## src/rtl/audio_pkg.sv

```systemverilog
// Shared constants for the audio sample path.
//   SMPL_W           - width of a signed audio sample
//   RATE_DIV_DEFAULT - clk cycles per sample period (50 MHz / 48 kHz)
//   ST_PRIME, ST_RUN - state encoding of the sample buffer FSM
package audio_pkg;

  localparam int unsigned SMPL_W           = 18;
  localparam int unsigned RATE_DIV_DEFAULT = 1042;

  localparam logic ST_PRIME = 1'b0;
  localparam logic ST_RUN   = 1'b1;

endpackage

```

## src/rtl/smpl_fifo.sv

```systemverilog
// Single-clock synchronous FIFO with a registered memory read.
// The read data register (head) loads on a pop, so the popped word is
// presented the cycle after the pop and held until the next pop.
// Ports:
//   clk, reset         - clock, asynchronous active-low reset
//   push, push_data    - write request and data (ignored while full)
//   pop                - read request (ignored while empty)
//   full, empty, level - occupancy status, level in 0..2^DEPTH_LOG2
//   head               - data of the most recent pop
module smpl_fifo
  import audio_pkg::*;
#(
  parameter int unsigned DEPTH_LOG2 = 4,
  parameter int unsigned WIDTH      = SMPL_W
) (
  input  logic                  clk,
  input  logic                  reset,
  input  logic                  push,
  input  logic [WIDTH-1:0]      push_data,
  input  logic                  pop,
  output logic                  full,
  output logic                  empty,
  output logic [DEPTH_LOG2:0]   level,
  output logic [WIDTH-1:0]      head
);

  localparam int unsigned DEPTH = 2 ** DEPTH_LOG2;
  localparam int unsigned LVL_W = DEPTH_LOG2 + 1;

  logic [WIDTH-1:0]      mem [DEPTH];
  logic [DEPTH_LOG2-1:0] wr_ptr_q, rd_ptr_q;
  logic [LVL_W-1:0]      level_q, level_d;
  logic [WIDTH-1:0]      head_q;
  logic                  do_push, do_pop;

  assign full    = (level_q == LVL_W'(DEPTH));
  assign empty   = (level_q == '0);
  assign do_push = push && !full;
  assign do_pop  = pop && !empty;

  always_comb begin
    level_d = level_q;
    case ({do_push, do_pop})
      2'b10:   level_d = level_q + LVL_W'(1);
      2'b01:   level_d = level_q - LVL_W'(1);
      default: level_d = level_q;
    endcase
  end

  // Storage is not reset; occupancy tracking makes stale words unreachable.
  always_ff @(posedge clk) begin
    if (do_push) begin
      mem[wr_ptr_q] <= push_data;
    end
  end

  always_ff @(posedge clk or negedge reset) begin
    if (!reset) begin
      wr_ptr_q <= '0;
      rd_ptr_q <= '0;
      level_q  <= '0;
      head_q   <= '0;
    end else begin
      level_q <= level_d;
      if (do_push) begin
        wr_ptr_q <= wr_ptr_q + DEPTH_LOG2'(1);
      end
      if (do_pop) begin
        head_q   <= mem[rd_ptr_q];
        rd_ptr_q <= rd_ptr_q + DEPTH_LOG2'(1);
      end
    end
  end

  assign level = level_q;
  assign head  = head_q;

endmodule

```

## src/rtl/audio_smpl_buffer.sv

```systemverilog
// Elastic sample buffer and sample-rate timing source feeding the
// sigma-delta DAC wrapper. Bursty samples are queued in a FIFO and
// released one per sample period, after a priming fill.
// Ports:
//   clk, reset         - clock, asynchronous active-low reset
//   in_valid, in_smpl  - upstream sample handshake; in_ready = !full
//   smpl_rdy, smpl     - one-cycle strobe with the sample for the DAC
//   smpl_rate_trig     - one-cycle strobe on the last count of a period
//   fill_level         - FIFO occupancy
//   clr_flags          - clears the sticky underflow/overflow flags
//   underflow          - a RUN pop slot found the FIFO empty
//   overflow           - a sample arrived while full and was dropped
module audio_smpl_buffer
  import audio_pkg::*;
#(
  parameter int unsigned RATE_DIV       = RATE_DIV_DEFAULT,
  parameter int unsigned DEPTH_LOG2     = 4,
  parameter int unsigned PRIME_LVL      = 4,
  parameter bit          UNDERFLOW_ZERO = 1'b1
) (
  input  logic                clk,
  input  logic                reset,
  input  logic                in_valid,
  input  logic [SMPL_W-1:0]   in_smpl,
  output logic                in_ready,
  output logic                smpl_rdy,
  output logic [SMPL_W-1:0]   smpl,
  output logic                smpl_rate_trig,
  output logic [DEPTH_LOG2:0] fill_level,
  input  logic                clr_flags,
  output logic                underflow,
  output logic                overflow
);

  localparam int unsigned CNT_W = $clog2(RATE_DIV);
  localparam int unsigned LVL_W = DEPTH_LOG2 + 1;

  logic [CNT_W-1:0]  cnt_q, cnt_d;
  logic              pop_slot;
  logic              state_q, state_d;
  logic              fifo_full, fifo_empty, fifo_push, fifo_pop;
  logic [SMPL_W-1:0] fifo_head;
  logic [LVL_W-1:0]  fifo_level;
  logic              emit_data, emit_zero, uf_set, of_set;
  logic              smpl_rdy_q, zero_q, underflow_q, overflow_q;

  // Rate counter runs in every state.
  assign smpl_rate_trig = (cnt_q == CNT_W'(RATE_DIV - 1));
  assign pop_slot       = (cnt_q == '0);
  assign cnt_d          = smpl_rate_trig ? '0 : cnt_q + CNT_W'(1);

  always_ff @(posedge clk or negedge reset) begin
    if (!reset) begin
      cnt_q <= '0;
    end else begin
      cnt_q <= cnt_d;
    end
  end

  assign in_ready  = !fifo_full;
  assign fifo_push = in_valid && !fifo_full;
  assign of_set    = in_valid && fifo_full;

  smpl_fifo #(
    .DEPTH_LOG2(DEPTH_LOG2),
    .WIDTH     (SMPL_W)
  ) u_fifo (
    .clk      (clk),
    .reset    (reset),
    .push     (fifo_push),
    .push_data(in_smpl),
    .pop      (fifo_pop),
    .full     (fifo_full),
    .empty    (fifo_empty),
    .level    (fifo_level),
    .head     (fifo_head)
  );

  // FSM: state register.
  always_ff @(posedge clk or negedge reset) begin
    if (!reset) begin
      state_q <= ST_PRIME;
    end else begin
      state_q <= state_d;
    end
  end

  // FSM: next state.
  always_comb begin
    state_d = state_q;
    case (state_q)
      ST_PRIME: if (fifo_level >= LVL_W'(PRIME_LVL)) state_d = ST_RUN;
      ST_RUN:   if (pop_slot && fifo_empty) state_d = ST_PRIME;
      default:  state_d = ST_PRIME;
    endcase
  end

  // FSM: outputs. A push landing in an empty FIFO during the slot is not
  // bypassed, because the pop decision uses the registered empty flag.
  always_comb begin
    fifo_pop  = 1'b0;
    emit_data = 1'b0;
    emit_zero = 1'b0;
    uf_set    = 1'b0;
    if (pop_slot) begin
      if (state_q == ST_RUN && !fifo_empty) begin
        fifo_pop  = 1'b1;
        emit_data = 1'b1;
      end else begin
        emit_zero = UNDERFLOW_ZERO;
        uf_set    = (state_q == ST_RUN);
      end
    end
  end

  // zero_q masks the FIFO read register after a zero emission so smpl holds
  // zero until the next real pop; the read register itself only moves on pops.
  always_ff @(posedge clk or negedge reset) begin
    if (!reset) begin
      smpl_rdy_q  <= 1'b0;
      zero_q      <= 1'b1;
      underflow_q <= 1'b0;
      overflow_q  <= 1'b0;
    end else begin
      smpl_rdy_q <= emit_data || emit_zero;
      if (emit_data) begin
        zero_q <= 1'b0;
      end else if (emit_zero) begin
        zero_q <= 1'b1;
      end
      // Set wins over a coincident clear.
      underflow_q <= uf_set || (underflow_q && !clr_flags);
      overflow_q  <= of_set || (overflow_q && !clr_flags);
    end
  end

  assign smpl_rdy   = smpl_rdy_q;
  assign smpl       = zero_q ? '0 : fifo_head;
  assign fill_level = fifo_level;
  assign underflow  = underflow_q;
  assign overflow   = overflow_q;

endmodule
```

## config.mk

```make
export PLATFORM = sky130hd
export DESIGN_NAME = audio_smpl_buffer
export DESIGN_NICKNAME = d
export VERILOG_FILES = /design/src/rtl/audio_pkg.sv /design/src/rtl/smpl_fifo.sv /design/src/rtl/audio_smpl_buffer.sv
export SDC_FILE = /design/constraint.sdc
export NUM_CORES = 1
export LEC_CHECK = 0
export CAP_MARGIN = 20
export CORE_MARGIN = 5
export CORE_UTILIZATION = 50
export CTS_CLUSTER_SIZE = 20
export DETAILED_ROUTE_END_ITERATION = 10
export PLACE_DENSITY_LB_ADDON = 0.3
export SLEW_MARGIN = 10
export SYNTH_ARGS = -nofsm -noshare
export SYNTH_HDL_FRONTEND = slang
export SYNTH_SLANG_ARGS = --single-unit
```

## constraint.sdc

```tcl
create_clock -name clk -period 3.2 [get_ports clk]
set_clock_uncertainty 0.05 [all_clocks]
set_input_delay 0.32 -clock clk [delete_from_list [all_inputs] [get_ports clk]]
set_output_delay 0.32 -clock clk [all_outputs]
set_load 0.01 [all_outputs]
```

# Word level (Yosys, flattened, before mapping)
# Memory sizes are Yosys's and may differ from the RTL's. A register that Yosys moved wholly into a read port is not among the register bits.
# Cells that the tools add are included.
[word_totals] input_bits=22 ramBits=288 memories=1 reg_bits=29
[classes] n_bitwise=1 eq_ne=4 n_reduce_logical=19 n_mux=16 add_sub_neg=5 order_cmp=1
[memory_table] memory="u_fifo.mem" words=16 word_bits=18 read_ports=1 rd_clocked_by_memory_dff=1 write_ports=1 line="smpl_fifo.sv:30" text="logic [WIDTH-1:0] mem [DEPTH];"
[ops] op="$mux 18" n=1
[ops] op="$mux 1" n=12
[ops] op="$add 11x1->11 const B" n=1
[ops] op="$eq 11x11->1 const B" n=1
[ops] op="$logic_not 11->1" n=1
[ops] op="$mux 11" n=1
[ops] op="$pmux 5 s2" n=1
[ops] op="$add 4x1->4 const B" n=2
[ops] op="$logic_and 1x1->1" n=8
[ops] op="$add 5x1->5 const B" n=1
[ops] op="$eq 5x5->1 const B" n=1
[ops] op="$ge 5x3->1 const B" n=1
[ops] op="$logic_not 5->1" n=1
[ops] op="$sub 5x1->5 const B" n=1
[ops] op="$logic_not 1->1" n=4
[ops] op="$reduce_bool 2->1" n=2
[ops] op="$logic_or 1x1->1" n=3
[ops] op="$eq 2x1->1 const B" n=1
[ops] op="$eq 2x2->1 const B" n=1
[ops] op="$pmux 1 s2" n=1
[ops] op="$not 1->1" n=1

# Longest topological paths before layout
[logic_depth] ltp_word=8 mapped_depth=10 mapped_depth_nobuf=10

# By module
# Synthesis repeated with hierarchy kept, for this count alone.
[hier_totals] cells_unflattened=658 hier_area_um2=13113.8
[modules_own_cells] mod="smpl_fifo" n_inst=1 cells_per_inst=569 area_per_inst_um2=12253.0 seq_area_each_um2=9424.0
[modules_own_cells] mod="audio_smpl_buffer" n_inst=1 cells_per_inst=89 area_per_inst_um2=860.8 seq_area_each_um2=401.6

# Worst setup path before layout
# No wires, ideal clock.
[synth_path] kind="flip-flop to flip-flop" start="register u_fifo.level_q[0] (netlist: u_fifo.level[0])" end="memory u_fifo.mem[3][0] in the netlist's numbering (enable)" path_slack_ns=0.195 stages_incl_launch_ff=5 n_path_buf=0 arrival_ns=2.539 synth_period_minus_slack_ns=3.005 required_ns=2.734 cell_sequence="dfrtp_1 nor4_1 a21boi_1 nand2_1 nor3_1"
[synth_between] elab_chain_len=6
[synth_lines] item="start, declared" line="smpl_fifo.sv:32" text="logic [LVL_W-1:0] level_q, level_d;"
[synth_lines] item="start signal, assigned" line="smpl_fifo.sv:64" text="level_q <= level_d;"
[synth_lines] item="$eq 5x5->1 *" line="smpl_fifo.sv:36" text="assign full = (level_q == LVL_W'(DEPTH));"
[synth_lines] item="$logic_not 1->1 *" line="smpl_fifo.sv:38, audio_smpl_buffer.sv:61"
[synth_lines] item="$logic_and 1x1->1" line="audio_smpl_buffer.sv:61" text="assign fifo_push = in_valid && !fifo_full;"
[synth_lines] item="$logic_and 1x1->1 *" line="smpl_fifo.sv:38" text="assign do_push = push && !full;"
[synth_lines] item="$mux 1 *" line="smpl_fifo.sv:52" text="if (do_push) begin"
[synth_lines] item="$mux 1 (implied by the code) *" line="smpl_fifo.sv:53" text="mem[wr_ptr_q] <= push_data;"
[synth_lines] item="end, declared" line="smpl_fifo.sv:30"
# Every way passes the cells marked *; elsewhere a longest branch is shown, timed or not.

# Worst setup path in the final report
[layout_path] start="register u_fifo.level_q[3] (netlist: u_fifo.level[3])" end="register u_fifo.level_q[4] (netlist: u_fifo.level[4])"
[layout_between] elab_chain_len=8 word_cells_on_any_way=16
[layout_lines] item="$logic_not 5->1 *" line="smpl_fifo.sv:37" text="assign empty = (level_q == '0);"
[layout_lines] item="$logic_not 1->1 *" line="smpl_fifo.sv:39, audio_smpl_buffer.sv:106"
[layout_lines] item="$logic_and 1x1->1" line="audio_smpl_buffer.sv:106" text="if (state_q == ST_RUN && !fifo_empty) begin"
[layout_lines] item="$mux 1" line="audio_smpl_buffer.sv:106"
[layout_lines] item="$mux 1" line="audio_smpl_buffer.sv:105" text="if (pop_slot) begin"
[layout_lines] item="$logic_and 1x1->1 *" line="smpl_fifo.sv:39" text="assign do_pop = pop && !empty;"
[layout_lines] item="net u_fifo.do_pop" line="smpl_fifo.sv:34" text="logic do_push, do_pop;"
[layout_lines] item="$eq 2x1->1 or $eq 2x2->1 (tied branches)" line="smpl_fifo.sv:43" text="case ({do_push, do_pop})"
[layout_lines] item="$pmux 5 s2 or $reduce_bool 2->1 (tied branches)"
# Mark *: on every way through the listed nets, which the timed path passes. The rest lies on a longest branch.
# A chain may end at the register's enable or synchronous reset.

==> impl_results.md <==
* Status: completed
* Synthesized Nets at 691
* Number of antenna violations at the first check in global routing at 0
* Max transition margin at 0.347
* Reg2reg path depth at 9
* Share of flip-flops with an asynchronous set or reset at 0.140
* ANT cells at 0
* Mapped Cells at 656
* Post-placement cell count at 1050
* Crit Reg-Reg Startpoint: u_fifo.level[3]$_DFFE_PN0P_
* Die area at 29800 um2
* RD Place Congestion at 0.790
* Sum Neg Setup Slack at 0 ns
* Vias per inst at 5.95
* Post-synth cell types at 41
* Total of warnings raised by yosys at 0
* DR pass1 iterations at 5
* FF+latch count, synth at 335
* Fin util at 0.595
* Wire length on met1 at 11700 um
* P_leak at 5.05 nW
* Cell Area, Synth at 13200 um2
* Worst hold start: in_valid
* Final hold viol count at 0
* Largest net degree at the start of global routing at 52
* Clock-pin slew on the worst setup and hold paths at 0.06 ns
* Hold Path Stages at 3
* CP Launch Type: register
* # IOs at 50
* Hold_ws at 0.371 ns
* Dpl hpwl at 16600 um
* Crit. End Element: register
* Worst R2R Setup Slack at 0.18 ns
* Die height at 173 um
* Fraction of layout cells with a size suffix above 1 at 0.253
* Final setup viols at 0
* Worst-Skew Late Latency at 0.51 ns
* Post-layout min period at 3.02 ns
* Die W at 173 um
* Detailed Route WL at 28000 um
* Post-synthesis sequential area ratio at 0.743
* Nets@finish at 788
* Starting density of the core at 0.508
* Drc violations at 0
* Htree depth at 2
* Avg WL per Cell at 25.1 um
* Final Cycle Share at 0.944
* CTS buffer count at 35
* Peak supply drop at 0.513 mV
* Number of synthesized flops with an enable pin at 288
* Num Clock Sinks at 335
* Vias in the first global route at 7046
* First-pass GRT wire length at 42800 um
* Final ANT Viol Nets at 0
* Worst R2R End: u_fifo.level[4]$_DFFE_PN0P_
* Non-filler cells, final at 1115
* Worst hold-check path type: input port to register
* Met2 wire len at 13700 um
* Longest Clk Path Bufs at 3
* Worst path arrival time at 3.40 ns
* Gr ovfl total at 0
* Initial DRC count at 477
* Area Growth Syn to Fin at 17.1%
* IO buf count at 49
* Dpl cell area at 14400 um2
* Max Slew Vio Count at 0
* Rows at 59
* Hold path endpoint: overflow$_DFF_PN0_
* Clk root buf: clkbuf_16
* Crit path launch: u_fifo.level[3]$_DFFE_PN0P_
* WS Path Type: register to register
* Area of the core at 26100 um2
* Least-Margin Pin Slew at 0.979 ns
* Syn avg cell area at 20.2 um2
* Maxcap violations at 0
* Pwr dens at 662 nW/um2
* Top Metal Used: met4
* Gr usage total at 0.187
* Max frequency at 0.331 GHz
* Main flop type after synthesis: edfxtp_1
* Unrepaired setup endpoints after global routing: no
* Post-CTS setup buffers at 0
* Worst-path fanout max at 6
* CTS tree: done
* Finished Cell Area at 15500 um2
* Critical Path RT at 3.58 ns
* Vias at 6638
* Metal3 WL at 2060 um
per-stage QoR:
step                power, mW  setup WS, ns
finish                   10.3         0.180
CTS                      10.3         0.202
floorplan                5.91         0.195
global placement         6.40         0.388
detailed placement       6.50         0.223
global route             10.6        0.0391
layer usage:
| metal | track usage | vias to the layer above |
|---|---|---|
| li1 | - | 2855 |
| met1 | 0.260 | 3499 |
| met2 | 0.305 | 244 |
| met3 | 0.0406 | 40 |
| met4 | 0.0472 | 0 |
| met5 | 0 | - |
power breakdown:
group / leakage (nW) / switching, mW / internal (mW)
clock network: 0.534 / 1.56 / 2.29
registers: 3.21 / 0.176 / 5.18
logic: 1.30 / 0.658 / 0.394
Yosys cell counts, drive strengths merged, types with 2 or more instances:
library cell	instances	area, um2
nand2b	2	12.5
a21oi	3	15.0
o221ai	18	220
clkbuf	19	71.3
mux4	72	1620
buf	14	87.6
ha	12	150
o21ai	23	115
mux2i	37	370
dfrtp	46	1150
mux2	2	22.5
inv	11	41.3
nor4	3	33.8
nor2	23	86.3
a21o	2	15.0
nor2b	20	125
nand3	6	30.0
edfxtp	288	8650
xnor2	12	105
xor2	7	61.3
nand4	4	40.0
nand2	14	52.6
nor3	7	40.0
repair_timing:
action	in CTS	in global routing
hold buffers	1	0
gates resized for setup	0	0
endpoints found under the hold margin	35	0
critical path: stages, from the launching register on:
cell,delay (ns)
dfrtp_1,0.44
or4_1,0.57
o21ai_1,0.19
nor2_1,0.12
ha_1,0.30
fa_1,0.43
a21o_1,0.21
a21oi_1,0.21
mux2i_1,0.26
xnor2_1,0.15
registers in the layout, summed over array words and instances, names as in the netlist:
signal,cells
overflow,1
u_fifo.head,18
u_fifo.wr_ptr_q,4
underflow,1
zero_q,1
u_fifo.rd_ptr_q,4
smpl_rdy,1
u_fifo.level,5
state_q,1
cnt_q,11
u_fifo.mem,288
cell usage in the layout (no fill, tap or decap), drive strengths merged, types with 2 or more instances in the layout:
cell type	n
a21o	2
a21oi	3
buf	44
bufinv	2
clkbuf	51
clkdlybuf4s50	48
clkinv	10
dfrtp	46
edfxtp	288
ha	12
inv	12
mux2	2
mux2i	37
mux4	72
nand2	14
nand2b	2
nand3	6
nand4	4
nor2	23
nor2b	20
nor3	7
nor4	3
o21ai	23
o221ai	18
xnor2	12
xor2	7
cell type report:
class	count	area [um2]
multi-input cells	277	3250
clock inverters	13	126
repair buffers	93	843
fillers	1865	10600
inverters	11	41.3
clock buffers	51	977
well taps	335	419
flip-flops and latches	335	9830
worst max-delay path by stage:
| stage | endpoint | cells after the start |
|---|---|---|
| floorplan | u_fifo.mem[3][0]$_DFFE_PP_ | 4 |
| global placement | u_fifo.level[4]$_DFFE_PN0P_ | 9 |
| detailed placement | u_fifo.level[4]$_DFFE_PN0P_ | 9 |
| CTS | u_fifo.level[4]$_DFFE_PN0P_ | 9 |
| global route | u_fifo.level[4]$_DFFE_PN0P_ | 9 |
| finish | u_fifo.level[4]$_DFFE_PN0P_ | 9 |
logic make-up (layout without fill, tap and decap cells):
logic type	count (synthesis)	count (layout)	share of synthesized area
xor+xnor	19	19	0.0126
fa+ha+maj	13	13	0.0129
simple gates	85	85	0.0354
flops	335	335	0.743
mux	111	111	0.152
compound gates	49	49	0.0291
buf+inv	44	168	0.0151
Power figures use the tool's default switching activity.
